===== config.mk =====
export PLATFORM = sky130hd
export DESIGN_NAME = alu_arbiter_flat
export DESIGN_NICKNAME = d
export VERILOG_FILES = /design/src/rtl/alu_arbiter_if.sv /design/src/rtl/alu_arbiter.sv /design/src/flat_wrapper.sv
export SDC_FILE = /design/constraint.sdc
export NUM_CORES = 1
export LEC_CHECK = 0
export CAP_MARGIN = 20
export CORE_UTILIZATION = 45
export CTS_CLUSTER_SIZE = 10
export DETAILED_ROUTE_END_ITERATION = 16
export GPL_TIMING_DRIVEN = 0
export PLACE_DENSITY = 0.77
export SYNTH_ARGS = -nofsm -noshare
export SYNTH_HDL_FRONTEND = slang
export SYNTH_SLANG_ARGS = --single-unit

===== constraint.sdc =====
create_clock -name clk -period 2 [get_ports clk]
set_input_delay 0.3 -clock clk [delete_from_list [all_inputs] [get_ports clk]]
set_output_delay 0.3 -clock clk [all_outputs]
set_load 0.03 [all_outputs]

===== src/rtl/alu_arbiter_if.sv =====
// ============================================================================
//  Module      : alu_arbiter_if
//  Description : Bundles the signals around alu_arbiter: the execute-unit
//                and address-unit req/gnt/done handshakes and the operand,
//                result and flag lines to the shared 8-bit ALU.
//  Revision    : 1.0  initial release
// ============================================================================
`default_nettype none

interface alu_arbiter_if;
  // Execute requester
  logic        exe_req;
  logic [3:0]  exe_op;
  logic [7:0]  exe_a;
  logic [7:0]  exe_b;
  logic        p_c;
  logic        p_v;
  logic        exe_gnt;
  logic        exe_done;
  logic [8:0]  exe_f;
  logic [3:0]  exe_nvzc;

  // Address requester
  logic        adr_req;
  logic [15:0] adr_base;
  logic [7:0]  adr_idx;
  logic        adr_gnt;
  logic        adr_done;
  logic [15:0] adr_sum;
  logic        adr_page_cross;

  // Shared ALU
  logic [7:0]  alu_a;
  logic [7:0]  alu_b;
  logic [3:0]  alu_op;
  logic        alu_carry_in;
  logic        alu_overflow_in;
  logic [8:0]  alu_f;
  logic        alu_n;
  logic        alu_v;
  logic        alu_z;
  logic        alu_c;

  // Arbiter view
  modport slave (
    input  exe_req, exe_op, exe_a, exe_b, p_c, p_v,
    input  adr_req, adr_base, adr_idx,
    input  alu_f, alu_n, alu_v, alu_z, alu_c,
    output exe_gnt, exe_done, exe_f, exe_nvzc,
    output adr_gnt, adr_done, adr_sum, adr_page_cross,
    output alu_a, alu_b, alu_op, alu_carry_in, alu_overflow_in
  );

  // Requester / ALU view
  modport master (
    output exe_req, exe_op, exe_a, exe_b, p_c, p_v,
    output adr_req, adr_base, adr_idx,
    output alu_f, alu_n, alu_v, alu_z, alu_c,
    input  exe_gnt, exe_done, exe_f, exe_nvzc,
    input  adr_gnt, adr_done, adr_sum, adr_page_cross,
    input  alu_a, alu_b, alu_op, alu_carry_in, alu_overflow_in
  );
endinterface

`default_nettype wire


===== src/rtl/alu_arbiter.sv =====
// ============================================================================
//  Module      : alu_arbiter
//  Description : Shares one combinational 8-bit ALU between the execute unit
//                (arithmetic/logic/shift ops) and the address unit (16-bit
//                base+index with page-cross fix-up). Round-robin on ties,
//                registered ALU drive, registered results and done pulses.
//  Revision    : 1.0  initial release
// ============================================================================
`default_nettype none

module alu_arbiter (
  input  wire logic       clk,
  input  wire logic       rst_n,
  alu_arbiter_if.slave    bus
);

  localparam logic [3:0] C_ALU_OP_ADD  = 4'h0;
  localparam logic [3:0] C_ALU_OP_INC  = 4'h5;
  localparam logic [3:0] C_ALU_OP_PASS = 4'hF;

  typedef enum logic [1:0] {
    S_IDLE   = 2'd0,
    S_EXE    = 2'd1,
    S_ADR_LO = 2'd2,
    S_ADR_HI = 2'd3
  } state_t;

  state_t      r_state;
  logic        r_last_adr;     // 1: address unit received the most recent grant
  logic [7:0]  r_base_hi;      // high byte of the base, needed for the fix-up cycle
  logic [7:0]  r_lo;           // low byte of the effective address

  logic        r_exe_done;
  logic [8:0]  r_exe_f;
  logic [3:0]  r_exe_nvzc;
  logic        r_adr_done;
  logic [15:0] r_adr_sum;
  logic        r_adr_page_cross;

  logic [7:0]  r_alu_a;
  logic [7:0]  r_alu_b;
  logic [3:0]  r_alu_op;
  logic        r_alu_carry_in;
  logic        r_alu_overflow_in;

  logic        w_idle;
  logic        w_exe_gnt;
  logic        w_adr_gnt;

  // Grant decode: a lone requester wins; on a tie the one not served last wins.
  always_comb begin
    w_idle    = (r_state == S_IDLE);
    w_exe_gnt = w_idle & bus.exe_req & (~bus.adr_req | r_last_adr);
    w_adr_gnt = w_idle & bus.adr_req & (~bus.exe_req | ~r_last_adr);
  end

  assign bus.exe_gnt         = w_exe_gnt;
  assign bus.adr_gnt         = w_adr_gnt;
  assign bus.exe_done        = r_exe_done;
  assign bus.exe_f           = r_exe_f;
  assign bus.exe_nvzc        = r_exe_nvzc;
  assign bus.adr_done        = r_adr_done;
  assign bus.adr_sum         = r_adr_sum;
  assign bus.adr_page_cross  = r_adr_page_cross;
  assign bus.alu_a           = r_alu_a;
  assign bus.alu_b           = r_alu_b;
  assign bus.alu_op          = r_alu_op;
  assign bus.alu_carry_in    = r_alu_carry_in;
  assign bus.alu_overflow_in = r_alu_overflow_in;

  // Arbitration FSM: loads the ALU drive registers on entry to each state so
  // the ALU sees stable operands for the whole state, and captures its result
  // at the end of the state.
  always_ff @(posedge clk or negedge rst_n) begin
    if (!rst_n) begin
      r_state           <= S_IDLE;
      r_last_adr        <= 1'b0;
      r_base_hi         <= 8'h00;
      r_lo              <= 8'h00;
      r_exe_done        <= 1'b0;
      r_exe_f           <= 9'h000;
      r_exe_nvzc        <= 4'h0;
      r_adr_done        <= 1'b0;
      r_adr_sum         <= 16'h0000;
      r_adr_page_cross  <= 1'b0;
      r_alu_a           <= 8'h00;
      r_alu_b           <= 8'h00;
      r_alu_op          <= C_ALU_OP_PASS;
      r_alu_carry_in    <= 1'b0;
      r_alu_overflow_in <= 1'b0;
    end else begin
      r_exe_done <= 1'b0;
      r_adr_done <= 1'b0;

      case (r_state)
        S_IDLE: begin
          if (w_adr_gnt) begin
            // Low-byte add of the effective address
            r_state           <= S_ADR_LO;
            r_last_adr        <= 1'b1;
            r_base_hi         <= bus.adr_base[15:8];
            r_alu_op          <= C_ALU_OP_ADD;
            r_alu_a           <= bus.adr_base[7:0];
            r_alu_b           <= bus.adr_idx;
            r_alu_carry_in    <= 1'b0;
            r_alu_overflow_in <= 1'b0;
          end else if (w_exe_gnt) begin
            r_state           <= S_EXE;
            r_last_adr        <= 1'b0;
            r_alu_op          <= bus.exe_op;
            r_alu_a           <= bus.exe_a;
            r_alu_b           <= bus.exe_b;
            r_alu_carry_in    <= bus.p_c;
            r_alu_overflow_in <= bus.p_v;
          end
        end

        S_EXE: begin
          r_exe_f           <= bus.alu_f;
          r_exe_nvzc        <= {bus.alu_n, bus.alu_v, bus.alu_z, bus.alu_c};
          r_exe_done        <= 1'b1;
          r_state           <= S_IDLE;
          r_alu_op          <= C_ALU_OP_PASS;
          r_alu_a           <= 8'h00;
          r_alu_b           <= 8'h00;
          r_alu_carry_in    <= 1'b0;
          r_alu_overflow_in <= 1'b0;
        end

        S_ADR_LO: begin
          r_lo <= bus.alu_f[7:0];
          if (bus.alu_f[8]) begin
            // Carry out of the low byte: increment the high byte next cycle
            r_state           <= S_ADR_HI;
            r_alu_op          <= C_ALU_OP_INC;
            r_alu_a           <= r_base_hi;
            r_alu_b           <= 8'h00;
            r_alu_carry_in    <= 1'b0;
            r_alu_overflow_in <= 1'b0;
          end else begin
            r_adr_sum         <= {r_base_hi, bus.alu_f[7:0]};
            r_adr_page_cross  <= 1'b0;
            r_adr_done        <= 1'b1;
            r_state           <= S_IDLE;
            r_alu_op          <= C_ALU_OP_PASS;
            r_alu_a           <= 8'h00;
            r_alu_b           <= 8'h00;
            r_alu_carry_in    <= 1'b0;
            r_alu_overflow_in <= 1'b0;
          end
        end

        S_ADR_HI: begin
          // 8-bit increment wraps 0xFF to 0x00, giving the mod 2^16 sum
          r_adr_sum         <= {bus.alu_f[7:0], r_lo};
          r_adr_page_cross  <= 1'b1;
          r_adr_done        <= 1'b1;
          r_state           <= S_IDLE;
          r_alu_op          <= C_ALU_OP_PASS;
          r_alu_a           <= 8'h00;
          r_alu_b           <= 8'h00;
          r_alu_carry_in    <= 1'b0;
          r_alu_overflow_in <= 1'b0;
        end

        default: begin
          r_state <= S_IDLE;
        end
      endcase
    end
  end

endmodule

`default_nettype wire


===== src/flat_wrapper.sv =====
// flat-port wrapper written by rule: the top's interface ports become plain ports
module alu_arbiter_flat 
  (clk, rst_n, bus_exe_req, bus_exe_op, bus_exe_a, bus_exe_b, bus_p_c, bus_p_v, bus_adr_req, bus_adr_base, bus_adr_idx, bus_alu_f, bus_alu_n, bus_alu_v, bus_alu_z, bus_alu_c, bus_exe_gnt, bus_exe_done, bus_exe_f, bus_exe_nvzc, bus_adr_gnt, bus_adr_done, bus_adr_sum, bus_adr_page_cross, bus_alu_a, bus_alu_b, bus_alu_op, bus_alu_carry_in, bus_alu_overflow_in);
  alu_arbiter_if bus_i ();
  input  wire logic clk;
  input  wire logic rst_n;
  input wire logic [$bits(bus_i.exe_req)-1:0] bus_exe_req;
  input wire logic [$bits(bus_i.exe_op)-1:0] bus_exe_op;
  input wire logic [$bits(bus_i.exe_a)-1:0] bus_exe_a;
  input wire logic [$bits(bus_i.exe_b)-1:0] bus_exe_b;
  input wire logic [$bits(bus_i.p_c)-1:0] bus_p_c;
  input wire logic [$bits(bus_i.p_v)-1:0] bus_p_v;
  input wire logic [$bits(bus_i.adr_req)-1:0] bus_adr_req;
  input wire logic [$bits(bus_i.adr_base)-1:0] bus_adr_base;
  input wire logic [$bits(bus_i.adr_idx)-1:0] bus_adr_idx;
  input wire logic [$bits(bus_i.alu_f)-1:0] bus_alu_f;
  input wire logic [$bits(bus_i.alu_n)-1:0] bus_alu_n;
  input wire logic [$bits(bus_i.alu_v)-1:0] bus_alu_v;
  input wire logic [$bits(bus_i.alu_z)-1:0] bus_alu_z;
  input wire logic [$bits(bus_i.alu_c)-1:0] bus_alu_c;
  output wire logic [$bits(bus_i.exe_gnt)-1:0] bus_exe_gnt;
  output wire logic [$bits(bus_i.exe_done)-1:0] bus_exe_done;
  output wire logic [$bits(bus_i.exe_f)-1:0] bus_exe_f;
  output wire logic [$bits(bus_i.exe_nvzc)-1:0] bus_exe_nvzc;
  output wire logic [$bits(bus_i.adr_gnt)-1:0] bus_adr_gnt;
  output wire logic [$bits(bus_i.adr_done)-1:0] bus_adr_done;
  output wire logic [$bits(bus_i.adr_sum)-1:0] bus_adr_sum;
  output wire logic [$bits(bus_i.adr_page_cross)-1:0] bus_adr_page_cross;
  output wire logic [$bits(bus_i.alu_a)-1:0] bus_alu_a;
  output wire logic [$bits(bus_i.alu_b)-1:0] bus_alu_b;
  output wire logic [$bits(bus_i.alu_op)-1:0] bus_alu_op;
  output wire logic [$bits(bus_i.alu_carry_in)-1:0] bus_alu_carry_in;
  output wire logic [$bits(bus_i.alu_overflow_in)-1:0] bus_alu_overflow_in;
  assign bus_i.exe_req = bus_exe_req;
  assign bus_i.exe_op = bus_exe_op;
  assign bus_i.exe_a = bus_exe_a;
  assign bus_i.exe_b = bus_exe_b;
  assign bus_i.p_c = bus_p_c;
  assign bus_i.p_v = bus_p_v;
  assign bus_i.adr_req = bus_adr_req;
  assign bus_i.adr_base = bus_adr_base;
  assign bus_i.adr_idx = bus_adr_idx;
  assign bus_i.alu_f = bus_alu_f;
  assign bus_i.alu_n = bus_alu_n;
  assign bus_i.alu_v = bus_alu_v;
  assign bus_i.alu_z = bus_alu_z;
  assign bus_i.alu_c = bus_alu_c;
  assign bus_exe_gnt = bus_i.exe_gnt;
  assign bus_exe_done = bus_i.exe_done;
  assign bus_exe_f = bus_i.exe_f;
  assign bus_exe_nvzc = bus_i.exe_nvzc;
  assign bus_adr_gnt = bus_i.adr_gnt;
  assign bus_adr_done = bus_i.adr_done;
  assign bus_adr_sum = bus_i.adr_sum;
  assign bus_adr_page_cross = bus_i.adr_page_cross;
  assign bus_alu_a = bus_i.alu_a;
  assign bus_alu_b = bus_i.alu_b;
  assign bus_alu_op = bus_i.alu_op;
  assign bus_alu_carry_in = bus_i.alu_carry_in;
  assign bus_alu_overflow_in = bus_i.alu_overflow_in;
  alu_arbiter u_core (.clk(clk), .rst_n(rst_n), .bus(bus_i));
endmodule

==> summary.txt <==
Logic synthesis
  • Syn_nets: ~370
  • #FFs+latches synth: 73
  • Ys Warns: 0
  • Syn Std Cell Area: roughly 0.0034 mm^2
  • Async SR Flop Fraction: 1.000
  • Sequential share of the synthesized area: 0.5345
  • Avg Inst Size Synth: 11.31 um^2
  • Top FF cell, synth: dfrtp_1
  • Netlist cell types: 43
  • Synth Instances: about 300
  • Number of flops mapped to enable cells by yosys: 0

CTS
  • Worst skew pair latency: around 340 ps
  • CTS max path bufs: 2
  • CTS tree: done
  • Root buffer cell: clkbuf_8
  • # clock sinks: 73
  • CTS Buf Count: 9
  • Clk slew on worst S/H paths: 80 ps
  • Htree depth: 3

Power
  • Final Power: a little over 8 mW
  • Clk pwr share: 0.131
  • PD cells: about 1600 mW/mm^2
  • Comb pwr share: 0.538
  • Worst IR Drop VDD: between 1 and 1.5 mV
  • LEAKAGE: 2.017 nW
  • Switch share: 0.4184
  • Int Pwr: between 4 and 5 mW
  • NetSw: between 3 and 4 mW
  • Flop pwr share: 0.331

Timing
  • Fin Clk Skew: around 11 ps
  • Actual slew at the worst max-slew pin: 596.7 ps
  • Setup ws final: roughly 70 ps
  • Slew Viols, Final: 0
  • Setup_tns: 0 ps
  • WHS: between 300 and 400 ps
  • Part of the cycle the worst path needs: 0.9657
  • F_max: between 0.5 and 0.6 GHz
  • RSZ-0062 raised after global routing: no
  • Final setup vio count: 0
  • Minimum clock period: a little under 2000 ps
  • Final hold vios: 0
  • Slew headroom: 0.5995

Finish
  • Final std cells w/o fill: around 540
  • Multi-input gate area: between 0.001 and 0.0015 mm^2
  • Fin util: 0.6772
  • Storage cell area: approximately 0.0018 mm^2
  • Design area: around 0.0049 mm^2
  • Synthesis-to-layout area growth: 44.10%
  • Fillcell total: between 500 and 600
  • Ant. Diodes: 0
  • Layout Nets: 497
  • Share of layout cells above drive strength 1: 0.1845

Worst setup path
  • Critical Path RT: 1700 ps
  • Startpoint class of the critical path: flip-flop
  • Crit path DAT: 1630 ps
  • Worst Path Buf+Inv: 3
  • CP max stage delay: 380 ps
  • Critical path type: reg -> out
  • Slowest-stage cell, CP: dfrtp_1
  • CP most frequent cell: buf_6
  • Setup crit end kind: output port
  • CP top delay family: buffers and inverters
  • Crit path max fanout: 8
  • Critical path cell sequence: buf_6, or2_1, buf_6, nor3_4, buf_4

Global routing
  • Largest net degree at the start of global routing: 66
  • Total grt overflow: 0
  • Vias in the first global route: a little under 3000
  • All-Layer GR Usage: 0.2402
  • Initial antenna violation count: 0
  • First-pass GRT wire length: roughly 14 mm

Run status
  • Status: complete, no violations

Routing
  • Initial DRC Count: roughly 180
  • Vias: 2911
  • Avg WL per Cell: about 17 um
  • Drt pass-1 iters: 4
  • Post-route ant nets: 0
  • Wirelength, routed: ~9.1 mm
  • Routed vias/inst: between 5 and 6
  • Residual DRC: 0

Floorplanning
  • Core ar.: about 0.0073 mm^2
  • DIE HEIGHT: 89.27 um
  • Initial Util: 0.4700
  • Io pins: between 100 and 150
  • FP Rows: 31
  • Die footprint: 0.007968 mm^2
  • Die X: about 90 um

Placed design
  • IO Port Bufs: around 120
  • Pre-CTS setup slack: -191.7 ps
  • Placer Congestion: 0.8202
  • Post-Place Cells: roughly 520
  • DP Wirelength: roughly 6.5 mm
  • Area after DPL: 0.004737 mm^2

Worst hold path
  • Worst min path class: in -> reg

Run
  • Max Cap Viol: 0
[sequential cells by signal, indices dropped and copies added (netlist names), 2 cells and up]
register,count
u_core.bus.adr_sum,16
u_core.bus.exe_f,9
u_core.bus.alu_a,8
u_core.bus.alu_b,8
u_core.r_base_hi,8
u_core.r_lo,8
u_core.bus.alu_op,4
u_core.bus.exe_nvzc,4
u_core.r_state,2
[layout by cell type, fill, tap and decap left out, drive strengths merged, types with 2 or more instances in the layout]
cell type / netlist / final
o311ai: 7 / 7
nand2b: 3 / 3
o31ai: 2 / 2
and2: 2 / 2
nor2b: 16 / 16
mux2: 29 / 29
a22oi: 16 / 16
nand3b: 16 / 16
a21oi: 28 / 28
buf: 19 / 25
a221o: 3 / 3
dfstp: 4 / 4
dfrtp: 69 / 69
o21ai: 26 / 26
nand3: 10 / 10
nand2: 9 / 9
clkinvlp: 0 / 2
nor3: 3 / 3
clkinv: 0 / 3
nor2: 4 / 4
clkbuf: 5 / 16
a21boi: 2 / 2
clkdlybuf4s50: 0 / 113
a31oi: 8 / 8
nand4: 2 / 2
and2b: 2 / 2
inv: 11 / 11
[final cells by class]
class                   instances  area share
plain buffers                  24     0.03192
well taps                      99     0.02508
flip-flops and latches         73      0.3709
clock buffers                  11     0.03066
multi-input cells             195      0.2827
clock inverters                 5    0.006081
repair buffers                120      0.2442
inverters                      11    0.008361
[worst reg2reg max path, cell delays in order, from the launching register on]
cell     delay, ps
dfrtp_1        380
buf_6          130
or2_1          210
buf_6          150
nor2_8          90
buf_4          180
mux2_2         340
[worst paths after layout]
path	from	endpoint	slack (ps)	cells past startpoint
max reg2reg	u_core.r_state[1]$_DFFE_PN0P_	u_core.r_base_hi[0]$_DFFE_PN0P_	390	6
min in group asynchronous	rst_n	u_core.bus.exe_f[6]$_DFFE_PN0P_	340	2
min	bus_exe_req	u_core.bus.alu_carry_in$_DFFE_PN0P_	300	3
max in group asynchronous	rst_n	u_core.bus.alu_op[3]$_DFFE_PN1P_	1060	3
min reg2reg	u_core.bus.alu_b[6]$_DFFE_PN0P_	u_core.bus.alu_b[6]$_DFFE_PN0P_	490	2
max	u_core.r_state[1]$_DFFE_PN0P_	bus_exe_gnt	70	5
[cell usage after synthesis (all sizes together), types with 4 or more instances]
master	n	area, um^2
a21oi	28	140.1
a22oi	16	120.1
mux2	29	326.6
clkbuf	5	18.77
o311ai	7	61.31
nand3	10	50.05
nor2	4	33.79
dfstp	4	105.1
buf	19	138.9
nor2b	16	100.1
inv	11	41.29
a31oi	8	50.05
dfrtp	69	1727
nand2	9	33.78
nand3b	16	120.1
o21ai	26	133.9
[logic make-up after synthesis]
kind of cell / synth area share
flip-flops: 0.5345
multiplexers: 0.09529
AND/OR/NAND/NOR: 0.1387
AO/OA/AOI/OAI: 0.1734
buffers and inverters: 0.05805
[power groups by stage]
| stage | combinational (mW) | clock, mW | sequential [mW] |
|---|---|---|---|
| CTS | 4.40 | 1.08 | 2.69 |
| finish | 4.38 | 1.07 | 2.69 |
| detailed placement | 4.37 | 0 | 2.72 |
| global route | 4.68 | 1.14 | 2.78 |
| floorplan | 1.72 | 0 | 3.65 |
| global placement | 4.30 | 0 | 2.69 |
[metal layers]
metal	GRT usage	vias up	part of all wire	wire (um)
li1	-	1367	-	-
met1	0.3183	1435	0.44	3974
met2	0.3990	90	0.50	4562
met3	0.03601	19	0.041	376
met4	0.09524	0	0.019	176
met5	0	-	0	0
[what timing repair did]
action,4_1_cts,5_1_grt
hold endpoints to repair,8,0
endpoints found under the setup margin,2,0
gates resized for setup,12,0
setup buffers,2,0
hold buffers,1,0
(Power assumes the default switching activity.)
